### config.mk
export PLATFORM = sky130hd
export DESIGN_NAME = aes_round_ctrl
export DESIGN_NICKNAME = d
export VERILOG_FILES = /design/src/rtl/aes_round_ctrl.sv
export SDC_FILE = /design/constraint.sdc
export NUM_CORES = 1
export LEC_CHECK = 0
export ABC_AREA = 0
export ABC_CLOCK_PERIOD_IN_PS = 2900
export CAP_MARGIN = 20
export CORE_MARGIN = 5
export CORE_UTILIZATION = 51
export DETAILED_ROUTE_END_ITERATION = 10
export PLACE_DENSITY = 0.81
export SLEW_MARGIN = 40
export SYNTH_ARGS = -nofsm -noshare
export SYNTH_HDL_FRONTEND = slang
export SYNTH_SLANG_ARGS = --single-unit
### constraint.sdc
create_clock -name i_clock -period 2.9 [get_ports i_clock]
set_clock_uncertainty 0.15 [all_clocks]
set_input_delay 0.725 -clock i_clock [delete_from_list [all_inputs] [get_ports i_clock]]
set_output_delay 0.725 -clock i_clock [all_outputs]
set_load 0.005 [all_outputs]
### src/rtl/aes_round_ctrl.sv
// AES round sequencer: walks LOAD, whitening ARK, then NR rounds of
// SB/SR/MC/ARK (MC skipped in the last round), emitting one-hot stage enables.
module aes_round_ctrl #(
  parameter int NR     = 10,
  parameter int SB_LAT = 3
) (
  input  logic       i_clock,
  input  logic       i_reset_n,
  input  logic       i_start,
  input  logic       i_abort,
  output logic       o_busy,
  output logic       o_load,
  output logic       o_sb_active,
  output logic       o_sr_en,
  output logic       o_mc_en,
  output logic       o_ark_en,
  output logic       o_key_step,
  output logic       o_final,
  output logic [3:0] o_round,
  output logic       o_done
);

  typedef enum logic [2:0] {
    S_IDLE, S_LOAD, S_INIT_ARK, S_SUB_BYTES,
    S_SHIFT_ROWS, S_MIX_COLUMNS, S_ADD_ROUND_KEY, S_DONE
  } state_e;

  localparam logic [3:0] NR_R = 4'(NR);
  localparam logic [2:0] SB_L = 3'(SB_LAT);

  state_e     state_q, state_d;
  logic [3:0] round_q, round_d;
  logic [2:0] cnt_q,   cnt_d;

  always_ff @(posedge i_clock or negedge i_reset_n) begin
    if (!i_reset_n) begin
      state_q <= S_IDLE;
      round_q <= 4'd0;
      cnt_q   <= 3'd0;
    end else begin
      state_q <= state_d;
      round_q <= round_d;
      cnt_q   <= cnt_d;
    end
  end

  always_comb begin
    state_d = state_q;
    round_d = round_q;
    cnt_d   = cnt_q;
    if (i_abort) begin
      // Abort wins everywhere; in IDLE it also swallows a coincident start.
      state_d = S_IDLE;
      round_d = 4'd0;
      cnt_d   = 3'd0;
    end else begin
      case (state_q)
        S_IDLE: begin
          round_d = 4'd0;
          cnt_d   = 3'd0;
          if (i_start) state_d = S_LOAD;
        end
        S_LOAD:     state_d = S_INIT_ARK;
        S_INIT_ARK: begin
          state_d = S_SUB_BYTES;
          round_d = 4'd1;
          cnt_d   = 3'd1;
        end
        S_SUB_BYTES: begin
          if (cnt_q >= SB_L) begin
            state_d = S_SHIFT_ROWS;
            cnt_d   = 3'd0;
          end else begin
            cnt_d   = cnt_q + 3'd1;
          end
        end
        S_SHIFT_ROWS:  state_d = (round_q == NR_R) ? S_ADD_ROUND_KEY : S_MIX_COLUMNS;
        S_MIX_COLUMNS: state_d = S_ADD_ROUND_KEY;
        S_ADD_ROUND_KEY: begin
          if (round_q == NR_R) begin
            state_d = S_DONE;
          end else begin
            state_d = S_SUB_BYTES;
            round_d = round_q + 4'd1;
            cnt_d   = 3'd1;
          end
        end
        S_DONE: begin
          state_d = S_IDLE;
          round_d = 4'd0;
        end
        default: begin
          state_d = S_IDLE;
          round_d = 4'd0;
          cnt_d   = 3'd0;
        end
      endcase
    end
  end

  always_comb begin
    o_busy      = (state_q != S_IDLE);
    o_load      = 1'b0;
    o_sb_active = 1'b0;
    o_sr_en     = 1'b0;
    o_mc_en     = 1'b0;
    o_ark_en    = 1'b0;
    o_key_step  = 1'b0;
    o_done      = 1'b0;
    o_round     = round_q;
    o_final     = 1'b0;
    case (state_q)
      S_LOAD:          o_load   = 1'b1;
      S_INIT_ARK:      o_ark_en = 1'b1;
      S_SUB_BYTES: begin
        o_sb_active = 1'b1;
        o_key_step  = (cnt_q == 3'd1);
        o_final     = (round_q == NR_R);
      end
      S_SHIFT_ROWS: begin
        o_sr_en = 1'b1;
        o_final = (round_q == NR_R);
      end
      S_MIX_COLUMNS:   o_mc_en  = 1'b1;
      S_ADD_ROUND_KEY: begin
        o_ark_en = 1'b1;
        o_final  = (round_q == NR_R);
      end
      S_DONE:          o_done   = 1'b1;
      default: ;
    endcase
  end

endmodule

==> results.yml <==
run_status:
  status: "complete, no violations"
die:
  rows: 14
  initial_utilization: 0.528
  io_pins: 17
  core_um2: 1470
  die_y_um: 49.0
  die_w_um: 49.0
  dieArea_um2: 2400
route:
  first_iter_violations: 11
  vias: 620
  wl_per_cell_um: 15.6
  dr.max_layer_used: "met4"
  post-route-drc-count: 0
  route.met3.wl_um: 97
  met2WireLength_um: 770
  detail-route-antenna-nets: 0
  vias_per_cell: 5.74
  wl_met1_um: 775
  totalWireLength_um: 1690
  dr.pass1.iters: 4
setup_path:
  cp_slowest_stage_delay_ns: 0.68
  arrival_ns: 1.88
  required_ns: 2.03
  critPathMaxFanout: 12
  timing.rr.start: "o_round[0]$_DFFE_PN0P_"
  path_cells: "nand3b_4 -> inv_1 -> and3_1 -> clkdlybuf4s50_1"
  reg2reg_depth: 6
  rrSetupSlack_ns: 0.85
  cpMaxStageDelayCell: "dfrtp_1"
  startpoint_type: "register"
  cp-end-kind: "primary output"
  r2r-end: "cnt_q[0]$_DFFE_PN0P_"
  worstSetupPathType: "reg -> out"
clock_network:
  htreeDepth: 1
  cts.clk_slew.worst_paths_ns: 0.06
  cts_setup_buffers: 0
  numCtsBuffers: 3
  cts.sink_count: 10
  post_cts_resized: 0
  cts_tree: "built"
  worstSkewPairLatency_ns: 0.26
  cts_hold_buf: 0
  cts.path.max_buffers: 2
  cts-root-buf: "clkbuf_4"
global_route:
  grt_usage: 0.160
  grt_pass1_vias: 581
  grt_pass1_wl_um: 3020
  antenna_found_initial: 0
  grt_max_degree: 15
  gr-total-overflow: 0
synthesis:
  synthCells: 77
  ys_ff_latch: 10
  ys_types: 33
  synth.net_count: 86
  synth_warnings: 0
  synth-edff-count: 0
  synth_ff_type: "dfrtp_1"
  yosysTopAreaCellShare: 0.322
  ys_seq_area_frac: 0.322
  async_flop_share: 1.00
  syn_area_um2: 777
  yosys.area.top_type: "dfrtp_1"
  synthTopCellsByArea: "dfrtp_1 32%, ha_1 8.1%, nand3b_4 5.2%"
  avgSynthCellArea_um2: 10.1
layout:
  post-route-util: 0.638
  antenna_cells: 0
  final-seq-area_um2: 250
  layout.nets: 103
  n_fill_cell: 127
  final_common_cell: "clkdlybuf4s50_1"
  layout-drive-gt1-share: 0.152
  final_cell_mix: "16 x clkdlybuf4s50_1, 10 x dfrtp_1, 9 x nor2_1, 5 x a21oi_1, 5 x ha_1"
  syn_to_final_growth_pct: 20.8
  final_area_um2: 938
  multi_input_area_um2: 460
timing:
  setup_tns_ns: 0
  grt_setup_unrepaired: "no"
  slew_headroom: 0.637
  worst_slew_pin_slew_ns: 0.544
  hold_viol: 0
  setup_viol: 0
  fmax_ghz: 0.363
  slew_viol_final: 0
  min_period_over_period: 0.950
  period_needed_ns: 2.76
  timing.hold.ws_ns: 0.440
placement:
  place_area_um2: 916
  io_buffers: 16
  dpl.hpwl_um: 1300
  gp_congestion: 0.782
hold_path:
  min_to: "cnt_q[1]$_DFFE_PN0P_"
  worstHoldStart: "cnt_q[1]$_DFFE_PN0P_"
  min_path_cells: 1
  hp-class: "reg -> reg"
pwr:
  leakagePower_nw: 0.439
  vdd_ir_drop_max_mv: 0.248
  power_density_nw_per_um2: 368
job:
  cap_violations: 0
## metal layers
metal | GRT usage | up-vias
li1 | - | 311
met1 | 0.220 | 283
met2 | 0.230 | 22
met3 | 0.0245 | 4
met4 | 0.0987 | 0
met5 | 0 | -
## power by group
group	internal, W	switching (W)
clock network	0.0000478	0.0000447
registers	0.000146	0.0000226
logic	0.0000481	0.0000360
total	0.000242	0.000103
## synthesized netlist by cell type, types with 2 or more instances
cell type   n
nor2_1      9
or3_1       2
ha_1        5
nand4bb_1   3
o31ai_1     2
nand2b_1    2
nor3_1      4
dfrtp_1    10
inv_1       4
nand3b_4    2
o2bb2ai_1   2
nand2_1     4
a21oi_1     5
o21ai_0     2
buf_6       3
## kinds of logic after synthesis
group	share of synthesized area
mux	0.0193
simple gates	0.309
compound gates	0.172
buf+inv	0.0853
xor+xnor	0.0113
fa+ha+maj	0.0805
flops	0.322
## final cells by class
| cell class | count | share of cell area |
|---|---|---|
| Sequential cell | 10 | 0.267 |
| Timing Repair Buffer | 16 | 0.171 |
| Clock buffer | 3 | 0.0240 |
| Multi-Input combinational cell | 57 | 0.491 |
| Inverter | 6 | 0.0267 |
| Tap cell | 16 | 0.0213 |
## how the worst max path moves through the flow
stage / start / end / cells after the start
after floorplan: o_round[0]$_DFFE_PN0P_ / cnt_q[0]$_DFFE_PN0P_ / 6
after global routing: state_q[1]$_DFFE_PN0P_ / o_key_step / 4
after detailed placement: state_q[1]$_DFFE_PN0P_ / o_key_step / 4
after CTS: state_q[1]$_DFFE_PN0P_ / o_key_step / 4
after global placement: state_q[1]$_DFFE_PN0P_ / o_key_step / 4
final: state_q[1]$_DFFE_PN0P_ / o_key_step / 4
## per-stage QoR
stage                     setup WS [ns]  total power, W  std cells
final                             0.144        0.000345        108
after global routing             0.0314        0.000364        108
after CTS                         0.135        0.000349        108
after floorplan                   0.984        0.000226         77
after global placement            0.457        0.000252        105
after detailed placement          0.432        0.000255        105
## registers in the layout, summed over array words and instances (netlist names)
register,flops
o_round,4
cnt_q,3
state_q,3
## worst max-delay path, delay by kind of cell (launching register included)
kind,cells,cell delay (ns)
buffers and inverters,2,0.61
DFF,1,0.68
and+or+nand+nor,2,0.33
Note: power is estimated with default switching activity, not from simulation.
